==> src/rtl/delta_arbiter.sv <==
// Burst-locked two-requester arbiter feeding one Delta unit through a registered output slot.
// Build option: define DELTA_ARB_RR_EN for round-robin ties; otherwise requester 0 wins every tie.
module delta_arbiter #(
  parameter int WIDTH = 32,
  parameter int BLEN  = 6,
  parameter int CW    = $clog2(BLEN)
) (
  input  logic             iCLK,
  input  logic             iRST,
  input  logic             iValid_AS0,
  output logic             oReady_AS0,
  input  logic [WIDTH-1:0] iData_AS0,
  input  logic             iValid_AS1,
  output logic             oReady_AS1,
  input  logic [WIDTH-1:0] iData_AS1,
  output logic             oValid_BM,
  input  logic             iReady_BM,
  output logic [WIDTH-1:0] oData_BM,
  output logic             oSel_BM,
  output logic             oLast_BM,
  output logic [1:0]       oDbgState,
  output logic [CW-1:0]    oDbgCnt
);

  // Handshake: a beat moves on a rising edge exactly when valid and ready are both
  // high; valid never depends on ready, and a held output beat stays stable until taken.

  typedef enum logic [1:0] {
    ST_IDLE   = 2'd0,
    ST_GRANT0 = 2'd1,
    ST_GRANT1 = 2'd2
  } state_t;

  localparam logic [CW-1:0] LAST_CNT = CW'(BLEN - 1);

  state_t           r_state;
  logic [CW-1:0]    r_cnt;
  logic             r_valid;
  logic [WIDTH-1:0] r_data;
  logic             r_sel;
  logic             r_last_beat;

  logic             w_free;
  logic             w_sel;
  logic             w_acc;
  logic             w_beat_last;
  logic             w_tie_pick;
  logic             w_pick1;
  logic [WIDTH-1:0] w_acc_data;

`ifdef DELTA_ARB_RR_EN
  logic             r_last;
  assign w_tie_pick = ~r_last;
`else
  assign w_tie_pick = 1'b0;
`endif

  always_comb begin
    w_free      = !r_valid || iReady_BM;
    w_sel       = (r_state == ST_GRANT1);
    w_acc_data  = w_sel ? iData_AS1 : iData_AS0;
    w_beat_last = (r_cnt == LAST_CNT);
    w_acc       = 1'b0;
    if (r_state == ST_GRANT0) w_acc = iValid_AS0 && w_free;
    if (r_state == ST_GRANT1) w_acc = iValid_AS1 && w_free;
    // Requester 1 wins when it is alone or when the tie rule points at it.
    w_pick1     = iValid_AS1 && (!iValid_AS0 || w_tie_pick);
  end

  always_ff @(posedge iCLK) begin
    if (!iRST) begin
      r_state     <= ST_IDLE;
      r_cnt       <= '0;
      r_valid     <= 1'b0;
      r_data      <= '0;
      r_sel       <= 1'b0;
      r_last_beat <= 1'b0;
`ifdef DELTA_ARB_RR_EN
      r_last      <= 1'b1;
`endif
    end else begin
      if (w_acc) begin
        r_valid     <= 1'b1;
        r_data      <= w_acc_data;
        r_sel       <= w_sel;
        r_last_beat <= w_beat_last;
      end else if (iReady_BM) begin
        r_valid     <= 1'b0;
      end

      case (r_state)
        ST_IDLE: begin
          r_cnt <= '0;
          if (iValid_AS0 || iValid_AS1)
            r_state <= w_pick1 ? ST_GRANT1 : ST_GRANT0;
        end
        ST_GRANT0, ST_GRANT1: begin
          // The grant is held until the BLEN-th beat, even across requester gaps.
          if (w_acc) begin
            if (w_beat_last) begin
              r_cnt   <= '0;
              r_state <= ST_IDLE;
`ifdef DELTA_ARB_RR_EN
              r_last  <= w_sel;
`endif
            end else begin
              r_cnt <= r_cnt + CW'(1);
            end
          end
        end
        default: begin
          r_state <= ST_IDLE;
          r_cnt   <= '0;
        end
      endcase
    end
  end

  assign oReady_AS0 = w_free && (r_state == ST_GRANT0);
  assign oReady_AS1 = w_free && (r_state == ST_GRANT1);
  assign oValid_BM  = r_valid;
  assign oData_BM   = r_data;
  assign oSel_BM    = r_sel;
  assign oLast_BM   = r_last_beat;
  assign oDbgState  = r_state;
  assign oDbgCnt    = r_cnt;

endmodule
==> config.mk <==
export PLATFORM = sky130hd
export DESIGN_NAME = delta_arbiter
export DESIGN_NICKNAME = d
export VERILOG_FILES = /design/src/rtl/delta_arbiter.sv
export SDC_FILE = /design/constraint.sdc
export NUM_CORES = 1
export LEC_CHECK = 0
export BUFFER_PORTS_ARGS = -buffer_cell sky130_fd_sc_hd__buf_2
export CAP_MARGIN = 25
export CORE_ASPECT_RATIO = 2
export CORE_UTILIZATION = 47
export DETAILED_ROUTE_END_ITERATION = 8
export GPL_TIMING_DRIVEN = 0
export HOLD_SLACK_MARGIN = 0.03
export PLACE_DENSITY = 0.83
export SYNTH_ARGS = -nofsm -noshare
export SYNTH_HDL_FRONTEND = slang
export SYNTH_SLANG_ARGS = --single-unit
export TNS_END_PERCENT = 10
==> constraint.sdc <==
create_clock -name iCLK -period 2.6 [get_ports iCLK]
set_input_delay 0.26 -clock iCLK [delete_from_list [all_inputs] [get_ports iCLK]]
set_output_delay 0.26 -clock iCLK [all_outputs]
set_load 0.03 [all_outputs]
==> After elaboration in Yosys (flattened, before gate mapping) <==
Index checks and enable logic that the tools add are counted.
{ "classes": {"addsub": 1, "eq_ne": 6, "mux": 11, "reduce_logical": 14} }
{ "op_table": {"columns": ["cell", "n"], "rows": [
  ["$mux W32", 1],
  ["$mux W2", 4],
  ["$ne A2 B2 Y1 const B", 3],
  ["$logic_and A1 B1 Y1", 5],
  ["$mux W1", 4],
  ["$pmux W2 S2", 1],
  ["$add A3 B1 Y3 const B", 1],
  ["$eq A3 B3 Y1 const B", 1],
  ["$mux W3", 1],
  ["$reduce_and A3 Y1", 1],
  ["$eq A2 B1 Y1 const B", 1],
  ["$eq A2 B2 Y1 const B", 1],
  ["$logic_not A1 Y1", 2],
  ["$logic_not A2 Y1", 1],
  ["$logic_or A1 B1 Y1", 2],
  ["$reduce_and A2 Y1", 1],
  ["$reduce_bool A2 Y1", 1],
  ["$reduce_or A2 Y1", 1]
]} }
{ "totals": {"ff_bits": 40, "inputBits": 69, "elab_cells": 38} }

==> Logic depth before layout (Yosys ltp) <==
{ "logic_depth": {"ltp_word": 7, "mapped_depth": 8} }

==> Worst setup path after synthesis <==
No wires, ideal clock.
{ "synth_path": {"path_type": "reg2reg", "startpoint": "reg r_state[0] (netlist: oDbgState[0])", "endpoint": "reg r_data[0] (netlist: oData_BM[0])", "setup_ns": 0.116, "t_arrival_ns": 1.711, "required_time_ns": 2.484, "setup_slack_ns": 0.772, "stages_incl_launch_ff": 9, "n_path_buf": 2, "period_less_slack_ns": 1.828, "path_cell_list": "dfxtp_1 > inv_1 > ha_1 > buf_2 > nand3b_4 > a21oi_4 > buf_2 > nand2_1 > o211a_1"} }
{ "synth_via": {"elab_cells_between_ends": 5, "classes_between": "2 x eq/ne; 3 x mux"} }
{ "synth_lines": {"columns": ["item", "line_no", "source"], "rows": [
  ["from (decl)", "36", "state_t r_state;"],
  ["from (signal assigned)", "95", "r_state <= w_pick1 ? ST_GRANT1 : ST_GRANT0;"],
  ["$eq A2 B2 Y1 (*)", "60", "w_sel = (r_state == ST_GRANT1);"],
  ["via w_sel", "44", "logic w_sel;"],
  ["$mux W32 / $mux W1 (equally long branches)", "61, 65", null],
  ["to (signal assigned)", "84", "r_data <= w_acc_data;"],
  ["to (decl)", "39", "logic [WIDTH-1:0] r_data;"]
]} }
The timed path passes the listed nets; every way through them passes the cells marked *.
A chain may end at the register's enable or synchronous reset.

==> Final worst setup path <==
{ "layout_path": {"startpoint": "reg r_state[0] (netlist: oDbgState[0])", "endpoint": "reg r_data[28] (netlist: oData_BM[28])"} }
The elaborated chain is that of the path after synthesis.

==> summary.md <==
| Metric | Value |
|---|---|
| Post-Route Utilization | `0.675` |
| IO Port Bufs | `roughly 110` |
| Yosys warns | `0` |
| Register Area | `801 µm²` |
| Clock skew | `1.82 ps` |
| Clock transition at the registers of the reported paths | `70 ps` |
| TNS Setup | `0 ps` |
| Max-Cap Viols | `0` |
| # hold bufs at CTS | `0` |
| Status | `complete, no violations` |
| Area of the multi-input gates | `0.00105 mm²` |
| Worst setup path class | `reg -> reg` |
| Root buffer cell | `clkbuf_8` |
| CP delay by family, top | `buffers and inverters` |
| Minimum clock period | `1800 ps` |
| Hold Fails Final Rpt | `0` |
| Synth cell types | `25` |
| CP cell instances | `inv_1 > ha_1 > buf_2 > nand3b_4 > a21oi_4 > buf_2 > nand2_1 > o211a_1` |
| EDFF count, synth | `0` |
| H-tree lvl count | `2` |
| Crit-path slowest cell | `dfxtp_1` |
| # resized after CTS | `0` |
| Worst rel slew slack | `0.718` |
| Leakage dissipation | `1.57 nW` |
| Postcts setup bufs | `0` |
| # nets final | `380` |
| Crit. End Element | `flop` |
| CP dominant cell by count | `buf_2` |
| Fraction of layout cells with a size suffix above 1 | `0.427` |
| Area Overhead vs Synth | `36.0%` |
| Syn Std Cell Area | `roughly 0.0019 mm²` |
| Core Box Area | `0.00392 mm²` |
| # DRC | `0` |
| Most frequent cells in the layout | `buf_2 (116), dfxtp_1 (40), nand2_1 (37), mux2i_1 (37), o211a_1 (32)` |
| DR vias | `about 1800` |
| Syn Area/Cell | `10.1 µm²` |
| Cell Rows | `32` |
| Commonest non-fill, non-tap cell in the layout | `buf_2` |
| Layout Cells excl Fill | `360` |
| Clock Tree Buf Depth | `2` |
| Initial antenna violation count | `0` |
| Achievable frequency | `0.555 GHz` |
| Fillers | `371` |
| CP startpoint kind | `flop` |
| Ys async rst share | `0` |
| Required time of the worst setup path | `roughly 2800 ps` |
| Largest net degree at the start of global routing | `13` |
| Unrepaired setup endpoints after global routing | `false` |
| DIE WIDTH | `around 48 µm` |
| Clk_lat worst skew | `280 ps` |
| TritonCTS clock tree | `built` |
| Detailed Place HPWL | `~3600 µm` |
| Count of state elements after synthesis | `40` |
| DR vias/cell | `between 5 and 6` |
| HP Class | `in -> reg` |
| Gpl congestion | `around 0.74` |
| WP data arrival | `approximately 2000 ps` |
| Critical Path Fanout Max | `10` |
| Vias in the first global route | `~1600` |
| Pre-antenna DRT Iters | `4` |
| Drt total wl | `4510 µm` |
| Die Ht | `93.1 µm` |
| Total congestion overflow | `0` |
| Sequential area share after synthesis | `0.411` |
| Mapped Cells | `~190` |
| Placed cells | `352` |
| VDD IR max | `between 0.7 and 0.8 mV` |
| Main synth FF type | `dfxtp_1` |
| Finish-stage setup viols | `0` |
| Initial Util | `0.496` |
| Fin. max-slew vios | `0` |
| # diodes | `0` |
| CP bufs+invs | `3` |
| Post-Syn Nets | `around 260` |
| DR WL/cell | `12.5 µm` |
| Clk sinks | `40` |
| Post-route ant nets | `0` |
| CTS Buf Count | `5` |
| Crit path largest cell delay | `380 ps` |
| Period utilisation layout | `0.693` |
| Worst-Margin Slew | `around 420 ps` |
| Full die area | `~0.0044 mm²` |
| Initial DRC Count | `13` |
| Total GRT Usage | `0.204` |
| Pwr per Cell Area | `880 mW/mm²` |
| IO Pins | `between 100 and 150` |
| Pwr Total | `2.33 mW` |
| First-pass GRT wire length | `6650 µm` |
## where the power goes
part | switching [mW] | internal, mW
Combinational | 0.675 | 0.406
Sequential | 0.0736 | 0.764
Clock | 0.200 | 0.212
Total | 0.949 | 1.38
## metrics by stage
stage                     instance area (µm²)  setup WS, ps  hold WS, ps
after floorplan                          1950           772          436
after global placement                   2560           825          474
after detailed placement                 2560           799          481
after CTS                                2650           779          302
after global routing                     2650           670          321
final                                    2650           798          307
## area by class of cell
cell class	instances	share of cell area
clock buffers	6	0.0312
well taps	51	0.0241
multi-input cells	133	0.396
repair buffers	109	0.206
flip-flops and latches	40	0.302
clock inverters	2	0.00378
inverters	4	0.00567
plain buffers	15	0.0316
## path summary, 6_finish.rpt
path | start | endpoint | slack (ps) | depth (start not counted)
max reg2reg | oDbgState[0] | oData_BM[28] | 800 | 8
min reg2reg | oData_BM[26] | oData_BM[26] | 490 | 1
min | iValid_AS1 | oDbgState[1] | 310 | 3
max | oDbgState[0] | oData_BM[28] | 800 | 8
## kinds of logic after synthesis
| family | after synthesis | share of synthesized area |
|---|---|---|
| fa+ha+maj | 3 | 0.0193 |
| mux | 37 | 0.190 |
| simple gates | 54 | 0.129 |
| compound gates | 38 | 0.195 |
| flops | 40 | 0.411 |
| buf+inv | 19 | 0.0507 |
| xor+xnor | 1 | 0.00450 |
## Yosys cell counts, types with 2 or more instances
cell	instances	area, µm²
and2_1	2	12.5
ha_1	3	37.5
mux2i_1	37	370
buf_4	3	22.5
inv_1	4	15.0
clkbuf_1	4	15.0
dfxtp_1	40	801
buf_2	7	35.0
nor2b_1	4	25.0
o211a_1	32	320
nand4b_1	2	17.5
nor2_1	5	18.8
nand2_1	37	139
## registers in the layout (all words and copies together) (netlist names)
signal and count:
oLast_BM 1, oData_BM 32, oSel_BM 1, oValid_BM 1, oDbgState 2, oDbgCnt 3
## tightest hold or removal path: cells and delay by family
kind,cells,cell delay (ps)
muxes,1,60
buffers and inverters,1,130
and+or+nand+nor,1,90
## per-layer routing
| layer | routed length (µm) | track usage | part of all wire | vias up |
|---|---|---|---|---|
| li1 | - | - | - | 912 |
| met1 | 1760 | 0.208 | 0.39 | 844 |
| met2 | 2430 | 0.363 | 0.54 | 65 |
| met3 | 186 | 0.0405 | 0.041 | 15 |
| met4 | 138 | 0.0952 | 0.031 | 0 |
| met5 | 0 | 0 | 0 | - |
(Power assumes the default switching activity.)
